File: src/rtl/cache_arbiter_pkg.sv
// Shared types and default widths for the I/D cache memory-port arbiter.
package cache_arbiter_pkg;

  localparam int unsigned DEFAULT_ADDR_W = 32;
  localparam int unsigned DEFAULT_LINE_W = 256;

  typedef enum logic [1:0] {IDLE, SERVE_I, SERVE_D} arb_state_t;

  typedef enum logic {REQ_I, REQ_D} requester_t;

endpackage

File: src/rtl/cache_arbiter.sv
// Shares one physical-memory line port between the I-cache and D-cache,
// granting one latched command at a time with round-robin on contention.
module cache_arbiter
  import cache_arbiter_pkg::*;
#(
  parameter int unsigned ADDR_W = DEFAULT_ADDR_W,
  parameter int unsigned LINE_W = DEFAULT_LINE_W
) (
  input  logic              clk,
  input  logic              rst,
  input  logic              i_read,
  input  logic [ADDR_W-1:0] i_address,
  output logic [LINE_W-1:0] i_rdata,
  output logic              i_resp,
  input  logic              d_read,
  input  logic              d_write,
  input  logic [ADDR_W-1:0] d_address,
  input  logic [LINE_W-1:0] d_wdata,
  output logic [LINE_W-1:0] d_rdata,
  output logic              d_resp,
  output logic              pmem_read,
  output logic              pmem_write,
  output logic [ADDR_W-1:0] pmem_address,
  output logic [LINE_W-1:0] pmem_wdata,
  input  logic [LINE_W-1:0] pmem_rdata,
  input  logic              pmem_resp
);

  arb_state_t        state, state_next;
  requester_t        last_grant, last_grant_next;
  logic [ADDR_W-1:0] cmd_addr, cmd_addr_next;
  logic [LINE_W-1:0] cmd_wdata, cmd_wdata_next;
  logic              cmd_write, cmd_write_next;
  logic              pend_i, pend_d, pick_d;

  always_ff @(posedge clk or posedge rst) begin
    if (rst) begin
      state      <= IDLE;
      last_grant <= REQ_I;
      cmd_addr   <= '0;
      cmd_wdata  <= '0;
      cmd_write  <= 1'b0;
    end else begin
      state      <= state_next;
      last_grant <= last_grant_next;
      cmd_addr   <= cmd_addr_next;
      cmd_wdata  <= cmd_wdata_next;
      cmd_write  <= cmd_write_next;
    end
  end

  assign pend_i = i_read;
  assign pend_d = d_read | d_write;
  // On contention the requester that did not win last time goes first.
  assign pick_d = pend_d & (~pend_i | (last_grant == REQ_I));

  always_comb begin
    state_next      = state;
    last_grant_next = last_grant;
    cmd_addr_next   = cmd_addr;
    cmd_wdata_next  = cmd_wdata;
    cmd_write_next  = cmd_write;
    pmem_read       = 1'b0;
    pmem_write      = 1'b0;
    pmem_address    = cmd_addr;
    pmem_wdata      = cmd_wdata;
    i_resp          = 1'b0;
    d_resp          = 1'b0;
    unique case (state)
      IDLE: begin
        if (pend_i | pend_d) begin
          state_next      = pick_d ? SERVE_D : SERVE_I;
          last_grant_next = pick_d ? REQ_D : REQ_I;
          cmd_addr_next   = pick_d ? d_address : i_address;
          cmd_wdata_next  = pick_d ? d_wdata : '0;
          // A simultaneous read+write from the D-cache resolves to the writeback.
          cmd_write_next  = pick_d & d_write;
        end
      end
      SERVE_I, SERVE_D: begin
        pmem_read  = ~cmd_write;
        pmem_write = cmd_write;
        if (pmem_resp) begin
          state_next = IDLE;
          i_resp     = (state == SERVE_I);
          d_resp     = (state == SERVE_D);
        end
      end
      default: state_next = IDLE;
    endcase
  end

  assign i_rdata = pmem_rdata;
  assign d_rdata = pmem_rdata;

endmodule

File: config.mk
export PLATFORM = sky130hd
export DESIGN_NAME = cache_arbiter
export DESIGN_NICKNAME = d
export VERILOG_FILES = /design/src/rtl/cache_arbiter_pkg.sv /design/src/rtl/cache_arbiter.sv
export SDC_FILE = /design/constraint.sdc
export NUM_CORES = 1
export LEC_CHECK = 0
export BUFFER_PORTS_ARGS = -buffer_cell sky130_fd_sc_hd__buf_2
export CORE_AREA = 2 2 548 550
export DETAILED_ROUTE_END_ITERATION = 10
export DIE_AREA = 0 0 550 552
export PLACE_DENSITY = 0.3
export SKIP_CTS_REPAIR_TIMING = 1
export SYNTH_ARGS = -nofsm -noshare
export SYNTH_HDL_FRONTEND = slang
export SYNTH_SLANG_ARGS = --single-unit
File: constraint.sdc
create_clock -name clk -period 11.3 [get_ports clk]
set_input_delay 2.26 -clock clk [delete_from_list [all_inputs] [get_ports clk]]
set_output_delay 2.26 -clock clk [all_outputs]
set_load 0.05 [all_outputs]
==> impl_metrics.tcl <==
set metrics [dict create \
    powerDensity_mw_per_mm2 376 \
    cts_sinks 292 \
    synth.most_common_cell "buf_4" \
    synthToLayoutAreaGrowth_pct 38.0 \
    grtUsageTotal_pct 8.63 \
    synth-edff-count 0 \
    hold_viol 0 \
    ys_top_cells_by_area "dfrtp_1 50%, buf_4 26%, a22o_1 15%" \
    drt_iter0_drc 591 \
    routedWlPerCell_um 25.4 \
    place_ws_ns 5.81 \
    setup_ws_ns 5.90 \
    drc 0 \
    ys_top_cells_by_count "515 x buf_4, 292 x dfrtp_1, 256 x a22o_1, 36 x buf_2, 33 x nand2_1" \
    timing.rr.start "state[0]$_DFFE_PP0P_" \
    syn_inst 1249 \
    clock-skew-final_ns 0.0454 \
    portBuffers 617 \
    synth.largest_area_cell "dfrtp_1" \
    ys_types 26 \
    required_ns 9.04 \
    first_global_vias 11000 \
    maxSlewHeadroom_pct 14.3 \
    initial_core_util_pct 4.92 \
    synth_area_per_cell_um2 11.8 \
    clkLatencyLatePin_ns 0.72 \
    synthFlopType "dfrtp_1" \
    async_flop_share_pct 100 \
    hp-class "flip-flop to flip-flop" \
    ant_nets 0 \
    fin_crit_sh_pct 47.8 \
    syn_area_mm2 0.0147 \
    grt_max_degree 174 \
    clock_path_buffers 3 \
    drt-total-wl_um 136000 \
    synth_nets 1834 \
    drive_gt1_share_pct 51.5 \
    grt_pass1_wl_um 160000 \
    r2r_slack_ns 8.02 \
    clockRootBuffer "clkbuf_16" \
    cap_violations 0 \
    grt-ovfl-total 0 \
    critPathArrivalTime_ns 3.14 \
    rows 201 \
    globalplace.congestion 0.740 \
    synth_top_area_share_pct 49.8 \
    max-vdd-ir-drop_uv 243 \
    filler_cell_count 35000 \
    core_area_mm2 0.298 \
    r2r-end "pmem_wdata[215]$_DFFE_PP0P_" \
    slew_viol_final 0 \
    ys_ff_latch 292 \
    viasPerCell 1.96 \
    ys_warn_count 0 \
    cts_tree "done" \
    status "complete, no violations" \
    die_h_um 552 \
    io_pins 1386 \
    cts_made_buffers 50 \
    design.die.area_mm2 0.304 \
    setup_tns_ns 0 \
    worst_pin_slew_ns 1.29 \
    clk_pin_slew_ns 0.05 \
    first_pass_iters 6 \
    vias 10500 \
    finalCriticalPeriod_ns 5.40 \
    cp-start-kind "input port" \
    fp.dieW_um 550 \
    crit_start "pmem_resp" \
    ys_seq_area_share_pct 49.8 \
    grt_antenna_before_repair 80 \
    p_leak_nw 8.59 \
    finalSetupViolCount 0 \
    dp_hpwl_um 117000 \
    reg2reg_depth 7 \
    max_freq_mhz 185 \
    crit_type "input port to primary output" \
    critPathCapture "i_resp" \
    cts-htree-levels 2 \
    rsz0062_at_grt "false" \
    nNetsFinal 1936 \
    critPathMaxFanout 4 \
    cp-end-kind "primary output" \
]
-- cell usage in the layout, fill, tap and decap left out, types with 4 or more instances in the layout --
cell / instances
a22o_1: 256
buf_2: 617
buf_4: 9
bufinv_16: 5
clkbuf_1: 7
clkbuf_16: 50
clkbuf_8: 5
clkinv_2: 6
clkinv_4: 5
clkinvlp_4: 4
dfrtp_1: 292
diode_2: 12
inv_1: 4
inv_6: 4
mux2i_1: 32
nand2_1: 33
o21ai_0: 32
-- report_power, final --
part           leakage, nW  internal [mW]  switching, mW
Clock                0.815          0.964          0.673
Sequential            3.71           1.51          0.277
Combinational         4.07          0.815           3.39
Total                 8.59           3.28           4.34
-- area by class of cell --
| type | count | area (um^2) | share of cell area (%) |
|---|---|---|---|
| diodes | 12 | 30.0 | 0.148 |
| inverters | 5 | 26.3 | 0.130 |
| multi-input cells | 373 | 3050 | 15.0 |
| clock buffers | 62 | 1350 | 6.64 |
| clock inverters | 26 | 339 | 1.67 |
| repair buffers | 629 | 3220 | 15.9 |
| well taps | 3958 | 4950 | 24.4 |
| flip-flops and latches | 292 | 7310 | 36.1 |
-- layer usage --
metal	wire length (um)	up-vias	global-route usage, %
met1	49400	4922	9.15
met5	121	-	0.253
li1	-	4073	-
met3	27500	492	7.74
met4	9000	10	4.77
met2	49800	1021	11.2
-- kinds of logic (layout without fill, tap and decap cells) --
group           after synthesis  after routing  synth area share [%]
buf+inv                     584            722                  29.6
compound gates              295            295                  16.8
flops                       292            292                  49.8
simple gates                 43             43                  1.36
mux                          32             32                  2.18
fa+ha+maj                     3              3                 0.256
other cells                   0             12                     0
-- per-stage QoR --
step | hold slack, ns | std cells | util [%] | power (mW) | cell area (um^2)
finish | 0.476 | 5357 | 6.79 | 7.63 | 20300
global route | 0.500 | 5348 | 6.79 | 8.15 | 20200
CTS | 0.480 | 5345 | 6.78 | 7.90 | 20200
detailed placement | 0.467 | 5257 | 6.22 | 6.17 | 18500
global placement | 0.467 | 5257 | 6.22 | 6.15 | 18500
floorplan | 0.451 | 1249 | - | 4.79 | 14700
-- flip-flops by register name, summed over array words and instances (netlist names) --
| signal | count |
|---|---|
| state | 2 |
| last_grant | 1 |
| pmem_address | 32 |
| cmd_write | 1 |
| pmem_wdata | 256 |
-- critical path, stage by stage --
cell	delay [ns]
buf_2	0.15
and2_1	0.35
buf_2	0.37
-- worst min path at each step --
stage	start	to	slack, ns	cells after the start
finish	pmem_address[0]$_DFFE_PP0P_	pmem_address[0]$_DFFE_PP0P_	0.48	2
global route	pmem_address[0]$_DFFE_PP0P_	pmem_address[0]$_DFFE_PP0P_	0.50	2
CTS	pmem_address[0]$_DFFE_PP0P_	pmem_address[0]$_DFFE_PP0P_	0.48	2
detailed placement	pmem_address[0]$_DFFE_PP0P_	pmem_address[0]$_DFFE_PP0P_	0.47	2
global placement	pmem_address[0]$_DFFE_PP0P_	pmem_address[0]$_DFFE_PP0P_	0.47	2
floorplan	last_grant$_DFFE_PP0P_	last_grant$_DFFE_PP0P_	0.45	1
Power figures use the tool's default switching activity.
